### config.mk
export PLATFORM = sky130hd
export DESIGN_NAME = mem_burst_arbiter
export DESIGN_NICKNAME = d
export VERILOG_FILES = /design/src/rtl/mem_pkg.sv /design/src/rtl/cacheline_adaptor.sv /design/src/rtl/mem_burst_arbiter.sv
export SDC_FILE = /design/constraint.sdc
export NUM_CORES = 1
export LEC_CHECK = 0
export BUFFER_PORTS_ARGS = -buffer_cell sky130_fd_sc_hd__buf_2
export CAP_MARGIN = 30
export CORE_AREA = 2 2 494 496
export DETAILED_ROUTE_END_ITERATION = 6
export DIE_AREA = 0 0 496 498
export SLEW_MARGIN = 20
export SYNTH_ARGS = -nofsm -noshare
export SYNTH_HDL_FRONTEND = slang
export SYNTH_SLANG_ARGS = --single-unit
### constraint.sdc
create_clock -name clk -period 7.8 [get_ports clk]
set_clock_uncertainty 0.1 [all_clocks]
set_input_delay 0.39 -clock clk [delete_from_list [all_inputs] [get_ports clk]]
set_output_delay 0.39 -clock clk [all_outputs]
set_load 0.005 [all_outputs]
### src/rtl/mem_pkg.sv
// rtl/mem_pkg.sv - shared types and defaults for the burst memory arbiter
// Contents: burst geometry defaults, line/beat typedefs, arbiter state enum,
// and a line-alignment helper for burst addresses.
package mem_pkg;

  localparam int BEATS_DEF  = 4;
  localparam int BEAT_W_DEF = 64;
  localparam int LINE_W     = BEATS_DEF * BEAT_W_DEF;

  typedef logic [BEAT_W_DEF-1:0] beat_t;
  typedef logic [LINE_W-1:0]     line_t;

  typedef enum logic [1:0] {
    ST_IDLE  = 2'd0,
    ST_READ  = 2'd1,
    ST_WRITE = 2'd2,
    ST_DONE  = 2'd3
  } state_e;

  // Clear the byte-offset bits so every burst starts on a line boundary.
  function automatic logic [31:0] line_align(input logic [31:0] addr, input int ofs_bits);
    return addr & ~((32'd1 << ofs_bits) - 32'd1);
  endfunction

endpackage

### src/rtl/cacheline_adaptor.sv
// rtl/cacheline_adaptor.sv - converts one line request into a memory burst
// Ports:
//   clk, rst                 clock, synchronous active-high reset
//   read_i, write_i          line request from the selected cache port
//   address_i, wdata_i       request address and write line
//   rdata_o, resp_o          assembled line register, one-cycle completion pulse
//   idle_o                   high while able to accept a new request
//   mem_read_o, mem_write_o  burst request to memory
//   mem_address_o            line-aligned burst address
//   mem_wdata_o              current write beat
//   mem_rdata_i, mem_resp_i  current read beat, per-beat handshake
module cacheline_adaptor
  import mem_pkg::*;
#(
  parameter int BEATS  = BEATS_DEF,
  parameter int BEAT_W = BEAT_W_DEF
) (
  input  logic                      clk,
  input  logic                      rst,
  input  logic                      read_i,
  input  logic                      write_i,
  input  logic [31:0]               address_i,
  input  logic [BEATS*BEAT_W-1:0]   wdata_i,
  output logic [BEATS*BEAT_W-1:0]   rdata_o,
  output logic                      resp_o,
  output logic                      idle_o,
  output logic                      mem_read_o,
  output logic                      mem_write_o,
  output logic [31:0]               mem_address_o,
  output logic [BEAT_W-1:0]         mem_wdata_o,
  input  logic [BEAT_W-1:0]         mem_rdata_i,
  input  logic                      mem_resp_i
);

  localparam int CNT_W = (BEATS > 1) ? $clog2(BEATS) : 1;
  localparam int OFS_W = $clog2(BEATS * BEAT_W / 8);
  localparam logic [CNT_W-1:0] LAST_BEAT = CNT_W'(BEATS - 1);

  state_e                    state_q;
  logic [CNT_W-1:0]          cnt_q;
  logic [BEATS*BEAT_W-1:0]   line_q;
  logic [31:0]               addr_q;
  logic                      mem_read_q;
  logic                      mem_write_q;
  logic                      resp_q;

  // The line register doubles as write source and read assembly buffer;
  // counter wraps to zero naturally on the last beat.
  always_ff @(posedge clk) begin
    if (rst) begin
      state_q     <= ST_IDLE;
      cnt_q       <= '0;
      line_q      <= '0;
      addr_q      <= '0;
      mem_read_q  <= 1'b0;
      mem_write_q <= 1'b0;
      resp_q      <= 1'b0;
    end else begin
      case (state_q)
        ST_IDLE: begin
          cnt_q <= '0;
          // Write wins over a simultaneous read on the same port.
          if (write_i) begin
            line_q      <= wdata_i;
            addr_q      <= line_align(address_i, OFS_W);
            mem_write_q <= 1'b1;
            state_q     <= ST_WRITE;
          end else if (read_i) begin
            addr_q     <= line_align(address_i, OFS_W);
            mem_read_q <= 1'b1;
            state_q    <= ST_READ;
          end
        end
        ST_READ: begin
          if (mem_resp_i) begin
            line_q[int'(cnt_q)*BEAT_W +: BEAT_W] <= mem_rdata_i;
            cnt_q <= cnt_q + CNT_W'(1);
            if (cnt_q == LAST_BEAT) begin
              mem_read_q <= 1'b0;
              resp_q     <= 1'b1;
              state_q    <= ST_DONE;
            end
          end
        end
        ST_WRITE: begin
          if (mem_resp_i) begin
            cnt_q <= cnt_q + CNT_W'(1);
            if (cnt_q == LAST_BEAT) begin
              mem_write_q <= 1'b0;
              resp_q      <= 1'b1;
              state_q     <= ST_DONE;
            end
          end
        end
        ST_DONE: begin
          resp_q  <= 1'b0;
          state_q <= ST_IDLE;
        end
        default: state_q <= ST_IDLE;
      endcase
    end
  end

  assign idle_o        = (state_q == ST_IDLE);
  assign rdata_o       = line_q;
  assign resp_o        = resp_q;
  assign mem_read_o    = mem_read_q;
  assign mem_write_o   = mem_write_q;
  assign mem_address_o = addr_q;
  // Only present a beat while writing so the bus reads as zero otherwise.
  assign mem_wdata_o   = mem_write_q ? line_q[int'(cnt_q)*BEAT_W +: BEAT_W] : '0;

endmodule

### src/rtl/mem_burst_arbiter.sv
// rtl/mem_burst_arbiter.sv - round-robin arbiter of I/D cache lines onto one burst memory
// Ports:
//   clk, rst                                 clock, synchronous active-high reset
//   i_read, i_write, i_address, i_wdata      instruction-cache line request
//   i_rdata, i_resp                          instruction-cache read line, completion pulse
//   d_read, d_write, d_address, d_wdata      data-cache line request
//   d_rdata, d_resp                          data-cache read line, completion pulse
//   mem_read, mem_write, mem_address         burst request to memory
//   mem_wdata, mem_rdata, mem_resp           per-beat data and handshake
module mem_burst_arbiter
  import mem_pkg::*;
#(
  parameter int BEATS  = BEATS_DEF,
  parameter int BEAT_W = BEAT_W_DEF
) (
  input  logic                      clk,
  input  logic                      rst,
  input  logic                      i_read,
  input  logic                      i_write,
  input  logic [31:0]               i_address,
  input  logic [BEATS*BEAT_W-1:0]   i_wdata,
  output logic [BEATS*BEAT_W-1:0]   i_rdata,
  output logic                      i_resp,
  input  logic                      d_read,
  input  logic                      d_write,
  input  logic [31:0]               d_address,
  input  logic [BEATS*BEAT_W-1:0]   d_wdata,
  output logic [BEATS*BEAT_W-1:0]   d_rdata,
  output logic                      d_resp,
  output logic                      mem_read,
  output logic                      mem_write,
  output logic [31:0]               mem_address,
  output logic [BEAT_W-1:0]         mem_wdata,
  input  logic [BEAT_W-1:0]         mem_rdata,
  input  logic                      mem_resp
);

  logic                    grant_q;       // 0 = I, 1 = D
  logic                    grant_d;
  logic                    last_grant_q;
  logic                    sel;
  logic                    i_req;
  logic                    d_req;
  logic                    idle;
  logic                    resp;
  logic                    a_read;
  logic                    a_write;
  logic [31:0]             a_address;
  logic [BEATS*BEAT_W-1:0] a_wdata;
  logic [BEATS*BEAT_W-1:0] line;

  assign i_req = i_read | i_write;
  assign d_req = d_read | d_write;

  always_comb begin
    grant_d = grant_q;
    if (i_req && d_req) begin
      grant_d = ~last_grant_q;
    end else if (i_req) begin
      grant_d = 1'b0;
    end else if (d_req) begin
      grant_d = 1'b1;
    end
  end

  // While idle the mux follows the live decision so the adaptor can latch
  // the winner in the grant cycle; afterwards it is frozen for the burst.
  assign sel = idle ? grant_d : grant_q;

  always_ff @(posedge clk) begin
    if (rst) begin
      grant_q      <= 1'b0;
      last_grant_q <= 1'b1;
    end else begin
      if (idle && (i_req || d_req)) begin
        grant_q <= grant_d;
      end
      if (resp) begin
        last_grant_q <= grant_q;
      end
    end
  end

  assign a_read    = sel ? d_read    : i_read;
  assign a_write   = sel ? d_write   : i_write;
  assign a_address = sel ? d_address : i_address;
  assign a_wdata   = sel ? d_wdata   : i_wdata;

  cacheline_adaptor #(
    .BEATS  (BEATS),
    .BEAT_W (BEAT_W)
  ) u_adaptor (
    .clk           (clk),
    .rst           (rst),
    .read_i        (a_read),
    .write_i       (a_write),
    .address_i     (a_address),
    .wdata_i       (a_wdata),
    .rdata_o       (line),
    .resp_o        (resp),
    .idle_o        (idle),
    .mem_read_o    (mem_read),
    .mem_write_o   (mem_write),
    .mem_address_o (mem_address),
    .mem_wdata_o   (mem_wdata),
    .mem_rdata_i   (mem_rdata),
    .mem_resp_i    (mem_resp)
  );

  assign i_resp  = resp & ~grant_q;
  assign d_resp  = resp &  grant_q;
  assign i_rdata = line;
  assign d_rdata = line;

endmodule

### Yosys cells after proc, flatten, opt, wreduce, memory -nomap -nowiden

Cells that the tools add are included.

| operators by class | value |
|---|---|
| add/subtract/negate cells | 2 |
| shift operators | 3 |
| equal/unequal tests | 14 |
| reduce and logical (&&, ||, !) cells | 17 |
| muxes and demuxes | 32 |
| bitwise gates (word level) | 6 |

Operator list:

| kind | number |
|---|---|
| $mux W256 | 3 |
| $pmux W256 S2 | 1 |
| $bwmux W256 | 1 |
| $shift A64 B33 Y256 const A | 1 |
| $shiftx A256 B9 Y64 | 1 |
| $shiftx A64 B33 Y256 | 1 |
| $mux W32 | 3 |
| $mux W64 | 1 |
| $neg A8 Y33 | 1 |
| $mux W1 | 13 |
| $ne A2 B1 Y1 const B | 6 |
| $mux W2 | 5 |
| $reduce_bool A2 Y1 | 5 |
| $reduce_and A3 Y1 | 3 |
| $eq A2 B2 Y1 const B | 3 |
| $ne A2 B2 Y1 const B | 3 |
| $pmux W1 S2 | 3 |
| $pmux W2 S3 | 1 |
| $reduce_and A5 Y1 | 1 |
| $pmux W2 S2 | 1 |
| $reduce_and A2 Y1 | 2 |
| $reduce_and A4 Y1 | 1 |
| $ne A3 B1 Y1 const B | 1 |
| $add A2 B1 Y2 const B | 1 |
| 8 further kinds | 12 |

| word-level totals | value |
|---|---|
| flip-flop bits (word level) | 297 |
| input port bits | 647 |
| output and inout port bits | 612 |
| word-level logic and storage cells | 83 |

### Depth between registers and ports, before layout

Gate-level depths: netlist of run 1.

| depth | value |
|---|---|
| word-level depth | 9 |
| mapped depth | 11 |

### By module

A second synthesis of run 1 with hierarchy kept.

| second synthesis, totals | value |
|---|---|
| cell total of the unflattened synthesis | 2409 |
| area total of the unflattened synthesis | 23641.4 µm² |

By module, submodules not included:

| module | instances | seq. area each (µm²) | cells an instance | area an instance (µm²) |
|---|---|---|---|---|
| cacheline_adaptor | 1 | 5805.6 | 1820 | 16623.4 |
| mem_burst_arbiter | 1 | 40.0 | 589 | 7018.0 |

### Least setup slack after synthesis of run 1

Ideal clock, no wire load.

| timing path | value |
|---|---|
| path type | reg-to-reg |
| from | reg u_adaptor.cnt_q[0] |
| to | reg u_adaptor.line_q[196], in the netlist u_adaptor.rdata_o[196] |
| data arrival time | 2.624 ns |
| setup time | 0.091 ns |
| setup slack | 4.985 ns |
| cell stages (with the launch flop) | 11 |
| clock period less this slack | 2.815 ns |
| data required time | 7.609 ns |
| path through | dfxtp_1 > clkbuf_1 > buf_2 > buf_2 > inv_1 > ha_1 > and4b_1 > clkbuf_1 > clkbuf_1 > nand2_1 > a311oi_1 |

| on the way | value |
|---|---|
| cells in the longest elaborated chain, start to end | 5 |
| elaborated cells between the ends (all ways) | 6 |
| those cells by class | add/sub (1); shift (2); mux (3) |

Ends and longest elaborated chain:

| what | line | source |
|---|---|---|
| from (decl) | cacheline_adaptor.sv:40 | `logic [CNT_W-1:0] cnt_q;` |
| from (signal assigned) | cacheline_adaptor.sv:77 | `cnt_q <= cnt_q + CNT_W'(1);` |
| from (signal assigned) | cacheline_adaptor.sv:87 | `cnt_q <= cnt_q + CNT_W'(1);` |
| $neg A8 Y33 (*) | cacheline_adaptor.sv:76 | `line_q[int'(cnt_q)*BEAT_W +: BEAT_W] <= mem_rdata_i;` |
| $shiftx A64 B33 Y256 / $shift A64 B33 Y256 (equally long branches) | cacheline_adaptor.sv:76 |  |
| $bwmux W256 (*) | cacheline_adaptor.sv:76 |  |
| $mux W256 (*) | cacheline_adaptor.sv:75 | `if (mem_resp_i) begin` |
| $pmux W256 S2 (*) | cacheline_adaptor.sv:59 | `case (state_q)` |
| to (signal assigned) | cacheline_adaptor.sv:64 | `line_q <= wdata_i;` |
| to (signal, indexed assignment) | cacheline_adaptor.sv:76 |  |
| to (decl) | cacheline_adaptor.sv:41 | `logic [BEATS*BEAT_W-1:0] line_q;` |

Every way passes the cells marked *; elsewhere a longest branch is shown, timed or not. The select of a mux whose other input is x is not followed.
A chain may end at the register's enable or synchronous reset.

### Worst setup path in the final report of run 1

| timing path | value |
|---|---|
| from | reg u_adaptor.state_q[1] |
| to | reg u_adaptor.line_q[37], in the netlist u_adaptor.rdata_o[37] |

| on the way | value |
|---|---|
| cells in the longest elaborated chain, start to end | 5 |
| elaborated cells between the ends (all ways) | 11 |
| those cells by class | eq/ne (3); mux (5); reduce/logical (3) |

Ends and longest elaborated chain:

| what | line | source |
|---|---|---|
| from (decl) | cacheline_adaptor.sv:39 | `state_e state_q;` |
| from (signal assigned) | cacheline_adaptor.sv:51 | `state_q <= ST_IDLE;` |
| from (signal assigned) | cacheline_adaptor.sv:67 | `state_q <= ST_WRITE;` |
| from (signal assigned) | cacheline_adaptor.sv:71 | `state_q <= ST_READ;` |
| $logic_not A2 Y1 | cacheline_adaptor.sv:59, cacheline_adaptor.sv:104 |  |
| $mux W1 | mem_burst_arbiter.sv:68 | `assign sel = idle ? grant_d : grant_q;` |
| $mux W256 / $mux W1 (equally long branches) | mem_burst_arbiter.sv:87, mem_burst_arbiter.sv:85 |  |
| $mux W256 / $ne A2 B1 Y1 (equally long branches) | -- |  |
| $pmux W256 S2 / $reduce_and A3 Y1 (equally long branches) | -- |  |

Several ways; a longest one is shown, not always the timed one. The select of a mux whose other input is x is not followed.

==> results of run 1 <==
## timing repair
item / CTS / global route
hold buffers: 352 / 0
endpoints found under the hold margin: 256 / 0
setup endpoints to repair: 0 / 0
## metal layers
layer | up-vias | part of all wire | routed length (um) | track usage
met5 | - | 0.0031 | 859 | 0
met4 | 132 | 0.043 | 12140 | 0.07650
met3 | 627 | 0.14 | 38830 | 0.1028
met2 | 2528 | 0.42 | 118200 | 0.3257
met1 | 14317 | 0.40 | 111200 | 0.2676
li1 | 11712 | - | - | -
## registers in the layout, summed over array words and instances, names as in the netlist
register and count:
u_adaptor.rdata_o 256, u_adaptor.mem_address_o 27, u_adaptor.cnt_q 2, u_adaptor.state_q 2
grant_q 1, last_grant_q 1, u_adaptor.mem_read_o 1, u_adaptor.mem_write_o 1
u_adaptor.resp_o 1
## through the flow
step                setup slack (ps)  utilization  std cells  area (sq um)
detailed placement              3366       0.1178       6547         28500
global route                    2617       0.1390       7045         33620
global placement                3388       0.1177       6545         28470
floorplan                       4985            -       2585         20730
CTS                             2813       0.1383       6980         33460
finish                          2782       0.1396       7106         33770
## logic make-up after synthesis
kind of cell    after synthesis  synth area share
compound gates              851            0.3101
fa+ha+maj                     9          0.005437
buf+inv                     555            0.1552
flops                       292            0.2822
mux                         130            0.1015
other cells                   1         0.0001811
simple gates                743            0.1454
## area by class of cell
class,count,area (sq um)
Tap cell,3202,4006
Fill cell,28064,208100
Sequential cell,292,5857
Antenna cell,126,315.3
Clock buffer,61,1235
Multi-Input combinational cell,1738,11780
Timing Repair Buffer,1657,10350
Inverter,10,37.54
Clock inverter,20,195.2
## worst min path at each step
stage,from,end,slack [ps],cells past startpoint
after floorplan,u_adaptor.state_q[1],u_adaptor.state_q[1],370,2
after global placement,u_adaptor.mem_read_o,u_adaptor.mem_read_o,380,2
after detailed placement,u_adaptor.mem_read_o,u_adaptor.mem_read_o,380,2
after CTS,i_wdata[97],u_adaptor.rdata_o[97],2,4
after global routing,mem_rdata[14],u_adaptor.rdata_o[14],30,3
final,mem_resp,u_adaptor.cnt_q[1],60,3
## worst register-to-register path: stages (launching register included)
cell and delay, ps:
dfxtp_1 340, inv_1 140, ha_4 750, or2_4 510, buf_4 670, and3_4 680, buf_4 730, a311oi_1 350
dlygate4sd3_1 620
## Yosys cell counts, drive strengths merged, types with 2 or more instances
| master | number | area, sq um |
|---|---|---|
| a211o | 2 | 17.52 |
| a211oi | 64 | 625.6 |
| a21o | 193 | 1449 |
| a21oi | 93 | 465.5 |
| a221oi | 2 | 17.52 |
| a2bb2oi | 63 | 551.8 |
| a311oi | 220 | 1927 |
| a31oi | 193 | 1207 |
| a32oi | 2 | 25.03 |
| and2 | 67 | 419.2 |
| and3 | 4 | 25.02 |
| buf | 376 | 2541 |
| clkbuf | 169 | 635.6 |
| dfxtp | 292 | 5846 |
| ha | 9 | 112.6 |
| inv | 10 | 37.54 |
| mux2i | 66 | 660.6 |
| mux4 | 64 | 1441 |
| nand2 | 646 | 2425 |
| nand2b | 4 | 25.02 |
| nand3 | 3 | 15.01 |
| nor2 | 10 | 37.54 |
| nor3 | 2 | 15.01 |
| o211ai | 4 | 35.03 |
| o21a | 2 | 15.01 |
| o21ai | 7 | 35.03 |
| or2 | 2 | 12.52 |
| or3 | 2 | 12.51 |
## power breakdown
group | total (mW) | leakage [nW] | internal, mW | switching, mW
clock network | 2.16 | 0.702 | 1.18 | 0.980
logic | 9.37 | 12.0 | 3.40 | 5.97
registers | 3.74 | 2.42 | 2.16 | 1.58
## placed cells by master, fill, tap and decap left out, drive strengths merged, types with 3 or more instances in the layout
cell and n:
nand2 646, and2 67, conb 5, a31oi 193, o21ai 7, a211oi 64
o211ai 4, nor2 10, dfxtp 292, diode 126, clkinv 13, a2bb2oi 63
ha 9, nand2b 4, a21oi 93, mux4 64, nand3 3, mux2i 66
dlygate4sd3 352, clkbuf 61, a21o 193, buf 1305, a311oi 220, inv 12
and3 4, clkinvlp 3
==> impl_metrics.csv, run 1 <==
group,metric,value,unit
setup_path,arrival,5460,ps
timing,worst_slew_pin_slew,1175,ps
pwr,power,15.27,mW
clock_tree,clk_pin_slew,60,ps
logic_synthesis,synth-edff-count,0,
run_status,status,"complete, no violations",
drt,drc_errors,0,
setup_path,worst_setup_path_end_kind,"flip-flop",
clock_tree,cts_made_buffers,44,
drt,vias,29316,
run,drv_cap,0,
drt,antenna_left,0,
timing,hold_violations,0,
setup_path,crit_buf_inv,4,
floorplanning,boundaryPins,1259,
clock_tree,htreeDepth,2,
clock_tree,cts_tree,"yes",
place,dpl.hpwl,233700,um
drt,routedWlPerCell,39.58,um
drt,vias_per_cell,4.126,
floorplanning,std_cell_rows,181,
timing,max_slew_margin,0.2170,
setup_path,path_cells,"inv_1, ha_4, or2_4, buf_4, and3_4, buf_4, a311oi_1, dlygate4sd3_1",
logic_synthesis,avgSynthCellArea,8.025,sq um
timing,grt_setup_unrepaired,"no",
final_layout,drive_above_1_share,0.3947,
timing,finalSetupTns,0,ps
setup_path,crit_end,"u_adaptor.rdata_o[37]",
setup_path,max_stage_delay,750,ps
logic_synthesis,ys_warn_count,0,
final_layout,synthToLayoutAreaGrowth,63.05,%
global_route,globalRouteOverflowTotal,0,
pwr,leakagePower,15.09,nW
setup_path,r2r_slack,2780,ps
drt,firstDrtPassIters,5,
global_route,grt_pass1_wl,340500,um
drt,wirelength,281200,um
floorplanning,die_area,247000,sq um
logic_synthesis,ys_types,47,
floorplanning,die_y,498,um
timing,slew_violations,0,
logic_synthesis,seq_area_frac_synth,0.2822,
logic_synthesis,ys.flop_type,"dfxtp_1",
setup_path,worst_path_most_repeated_cell,"buf_4",
timing,post-route-period-util,0.6434,
global_route,grt_pass1_vias,26806,
setup_path,worstSetupPathType,"reg2reg",
floorplanning,start_util,0.08564,
setup_path,crit_slowest_cell,"ha_4",
setup_path,worstReg2RegStart,"u_adaptor.state_q[1]",
global_route,antenna_found_initial,298,
place,portBuffers,1243,
setup_path,crit_fanout,51,
setup_path,cp-startpoint,"u_adaptor.state_q[1]",
clock_tree,cts-root-buf,"clkbuf_16",
drt,drtIter0Drc,3636,
setup_path,cp_top_family,"buffers and inverters",
setup_path,reg2reg_to,"u_adaptor.rdata_o[37]",
clock_tree,cts_resized,0,
logic_synthesis,synth_area,20710,sq um
clock_tree,insertion_delay,670,ps
final_layout,nNetsFinal,4399,
worst_hold_path,hold_path.class,"in2reg",
timing,setup_violations,0,
logic_synthesis,synth-seq-cells,292,
floorplanning,core,241900,sq um
timing,fin_crit,5018,ps
pwr,p_per_area,452.1,nW/um^2
setup_path,r2r_cells,8,
global_route,grt_max_degree,131,
pwr,ir_drop,205.5,uV
timing,hold_ws,64.17,ps
setup_path,cp.required,8240,ps
floorplanning,die_w,496,um
place,place_congestion,0.9786,
setup_path,cp.depth,8,
clock_tree,cts.sinks,292,
timing,fmax,199.3,MHz
logic_synthesis,syn_inst,2581,
clock_tree,cts_buffer_depth,3,
logic_synthesis,async_reset_ff_frac,0,
clock_tree,cts_setup_buffers,0,
setup_path,cp-start-kind,"flip-flop",
global_route,grt_usage,0.2168,
Note: power is estimated with default switching activity, not from simulation.
==> run 2: changes to the inputs <==
- clock period: 7.8 -> 4.4 ns (I/O delays scaled with it)
==> run 2 against run 1 <==
  * Clock power up 92%
  * Critical endpoint is now u_adaptor.rdata_o[233]
  * Global-route usage rose by 0.12 points
  * Maximum frequency rose by 18%
  * Critical path type unchanged
  * Final cell count is 3.3% higher
  * Sequential cell count stayed put
  * Routed wire length up 0.69%
  * First-iteration DRC count is 13% higher
==> impl_metrics.csv, run 2 (same netlist as run 1, synthesis figures left out) <==
group,metric,value,unit
setup_path,worstSetupPathType,"reg2reg",
setup_path,path_cells,"inv_1, ha_2, buf_8, o21ai_1, a32oi_4, buf_12, buf_16, nand2_1, a21o_1, dlygate4sd3_1, a311oi_1, dlygate4sd3_1",
setup_path,cp.required,4880,ps
timing,worst_slew_pin_slew,1051,ps
setup_path,crit_fanout,53,
clock_tree,cts_tree,"yes",
floorplanning,boundaryPins,1259,
drt,firstDrtPassIters,6,
drt,drc_errors,0,
clock_tree,cts-root-buf,"clkbuf_16",
final_layout,fillerInstances,27810,
floorplanning,core,241900,sq um
setup_path,arrival,4730,ps
final_layout,largest_reg_flops,256,
pwr,leakagePower,16.20,nW
drt,vias,30680,
global_route,antenna_found_initial,287,
clock_tree,cts.sinks,292,
pwr,p_per_area,783.1,nW/um^2
clock_tree,clk_pin_slew,60,ps
global_route,grt_pass1_vias,28466,
final_layout,drive_above_1_share,0.3776,
place,place_congestion,0.9758,
worst_hold_path,hp-start,"i_wdata[24]",
timing,fin_crit,4252,ps
timing,max_slew_margin,0.2991,
timing,post-route-period-util,0.9665,
timing,fmax,235.2,MHz
drt,vias_per_cell,4.180,
floorplanning,start_util,0.08564,
drt,drtIter0Drc,4100,
global_route,grt_max_degree,120,
clock_tree,cts_made_buffers,44,
worst_hold_path,hold_path.class,"in2reg",
setup_path,worstReg2RegStart,"u_adaptor.state_q[0]",
timing,slew_violations,0,
final_layout,mostFrequentLayoutCells,"buf_2 (1242), nand2_1 (643), dlygate4sd3_1 (560), dfxtp_1 (289), a311oi_1 (220)",
global_route,globalRouteOverflowTotal,0,
global_route,grt_usage,0.2180,
timing,finalSetupTns,0,ps
setup_path,cp-start-kind,"flip-flop",
clock_tree,cts_buffer_depth,3,
setup_path,crit_buf_inv,6,
setup_path,worst_path_most_repeated_cell,"dlygate4sd3_1",
final_layout,synthToLayoutAreaGrowth,75.76,%
timing,grt_setup_unrepaired,"no",
run_status,status,"complete, no violations",
global_route,grt_pass1_wl,344400,um
place,dpl.hpwl,235500,um
drt,wirelength,283200,um
setup_path,cp-startpoint,"u_adaptor.state_q[0]",
setup_path,cp_top_family,"buffers and inverters",
drt,antenna_left,0,
clock_tree,insertion_delay,650,ps
floorplanning,die_y,498,um
timing,setup_violations,0,
final_layout,fin_util,0.1505,
final_layout,layout_commonest_cell,"buf_2",
place,portBuffers,1243,
floorplanning,std_cell_rows,181,
clock_tree,htreeDepth,2,
floorplanning,die_w,496,um
setup_path,max_stage_delay,580,ps
final_layout,nNetsFinal,4633,
setup_path,crit_slowest_cell,"dlygate4sd3_1",
floorplanning,die_area,247000,sq um
drt,routedWlPerCell,38.58,um
timing,hold_violations,0,
run,drv_cap,0,
setup_path,worst_setup_path_end_kind,"flip-flop",
pwr,ir_drop,418.1,uV
[run 2: changes by cell type in the layout (fill, tap and decap cells not counted), sizes merged, moves of 4 or more]
cell and change:
diode +4, bufinv +5, clkbuf +4, buf +26
dlygate4sd3 +208, clkinv -12
[run 2: repair_timing]
action / CTS / global route
endpoints found under the hold margin: 288 / 0
endpoints found under the setup margin: 0 / 10
resized for setup: 0 / 4
setup buffers: 0 / 0
hold buffers: 560 / 0
[run 2: tightest hold or removal path: cells and delay by family]
family / cells / cell delay, ps
compound gates: 2 / 380
buf+inv: 1 / 90
simple gates: 1 / 40
[run 2: worst paths after layout]
check                           endpoint  slack [ps]  cells after the start
hold / removal     u_adaptor.rdata_o[24]          60                      4
hold reg to reg     u_adaptor.mem_read_o         410                      2
setup reg to reg  u_adaptor.rdata_o[233]         150                     12
setup / recovery  u_adaptor.rdata_o[233]         150                     12
[run 2: layer usage]
layer  track usage  up-vias  routed length (um)  share of wire
li1              -    12166                   -              -
met1        0.2685    15002              113400           0.40
met2        0.3196     2732              116300           0.41
met3        0.1031      644               37510           0.13
met4       0.09641      136               15110          0.053
met5             0        -                 907         0.0032
[run 2: per-stage QoR]
step	total power, mW	cell area [sq um]	worst slack (ps)	instances	hold WS (ps)
final	28.51	36400	147.6	7339	57.77
after global routing	29.55	36240	16.66	7274	44.91
after CTS	28.44	36060	19.59	7209	0.7832
after detailed placement	22.41	28890	947.9	6573	397.4
after global placement	22.25	28820	991.7	6570	390.4
after floorplan	12.99	20730	1585	2585	280.1
[run 2: layout make-up]
cell class / count / area, sq um / share of cell area
diodes: 130 / 325.3 / 0.008936
clock buffers: 65 / 1323 / 0.03633
clock inverters: 11 / 237.7 / 0.006530
inverters: 10 / 37.54 / 0.001031
multi-input cells: 1738 / 11780 / 0.3236
flip-flops and latches: 292 / 5857 / 0.1609
well taps: 3202 / 4006 / 0.1101
repair buffers: 1891 / 12840 / 0.3527
[run 2: power breakdown]
part | internal (mW) | leakage, nW | switching, mW
logic | 6.89 | 13.0 | 10.8
clock network | 2.47 | 0.753 | 1.68
registers | 3.83 | 2.42 | 2.85
total | 13.2 | 16.2 | 15.3
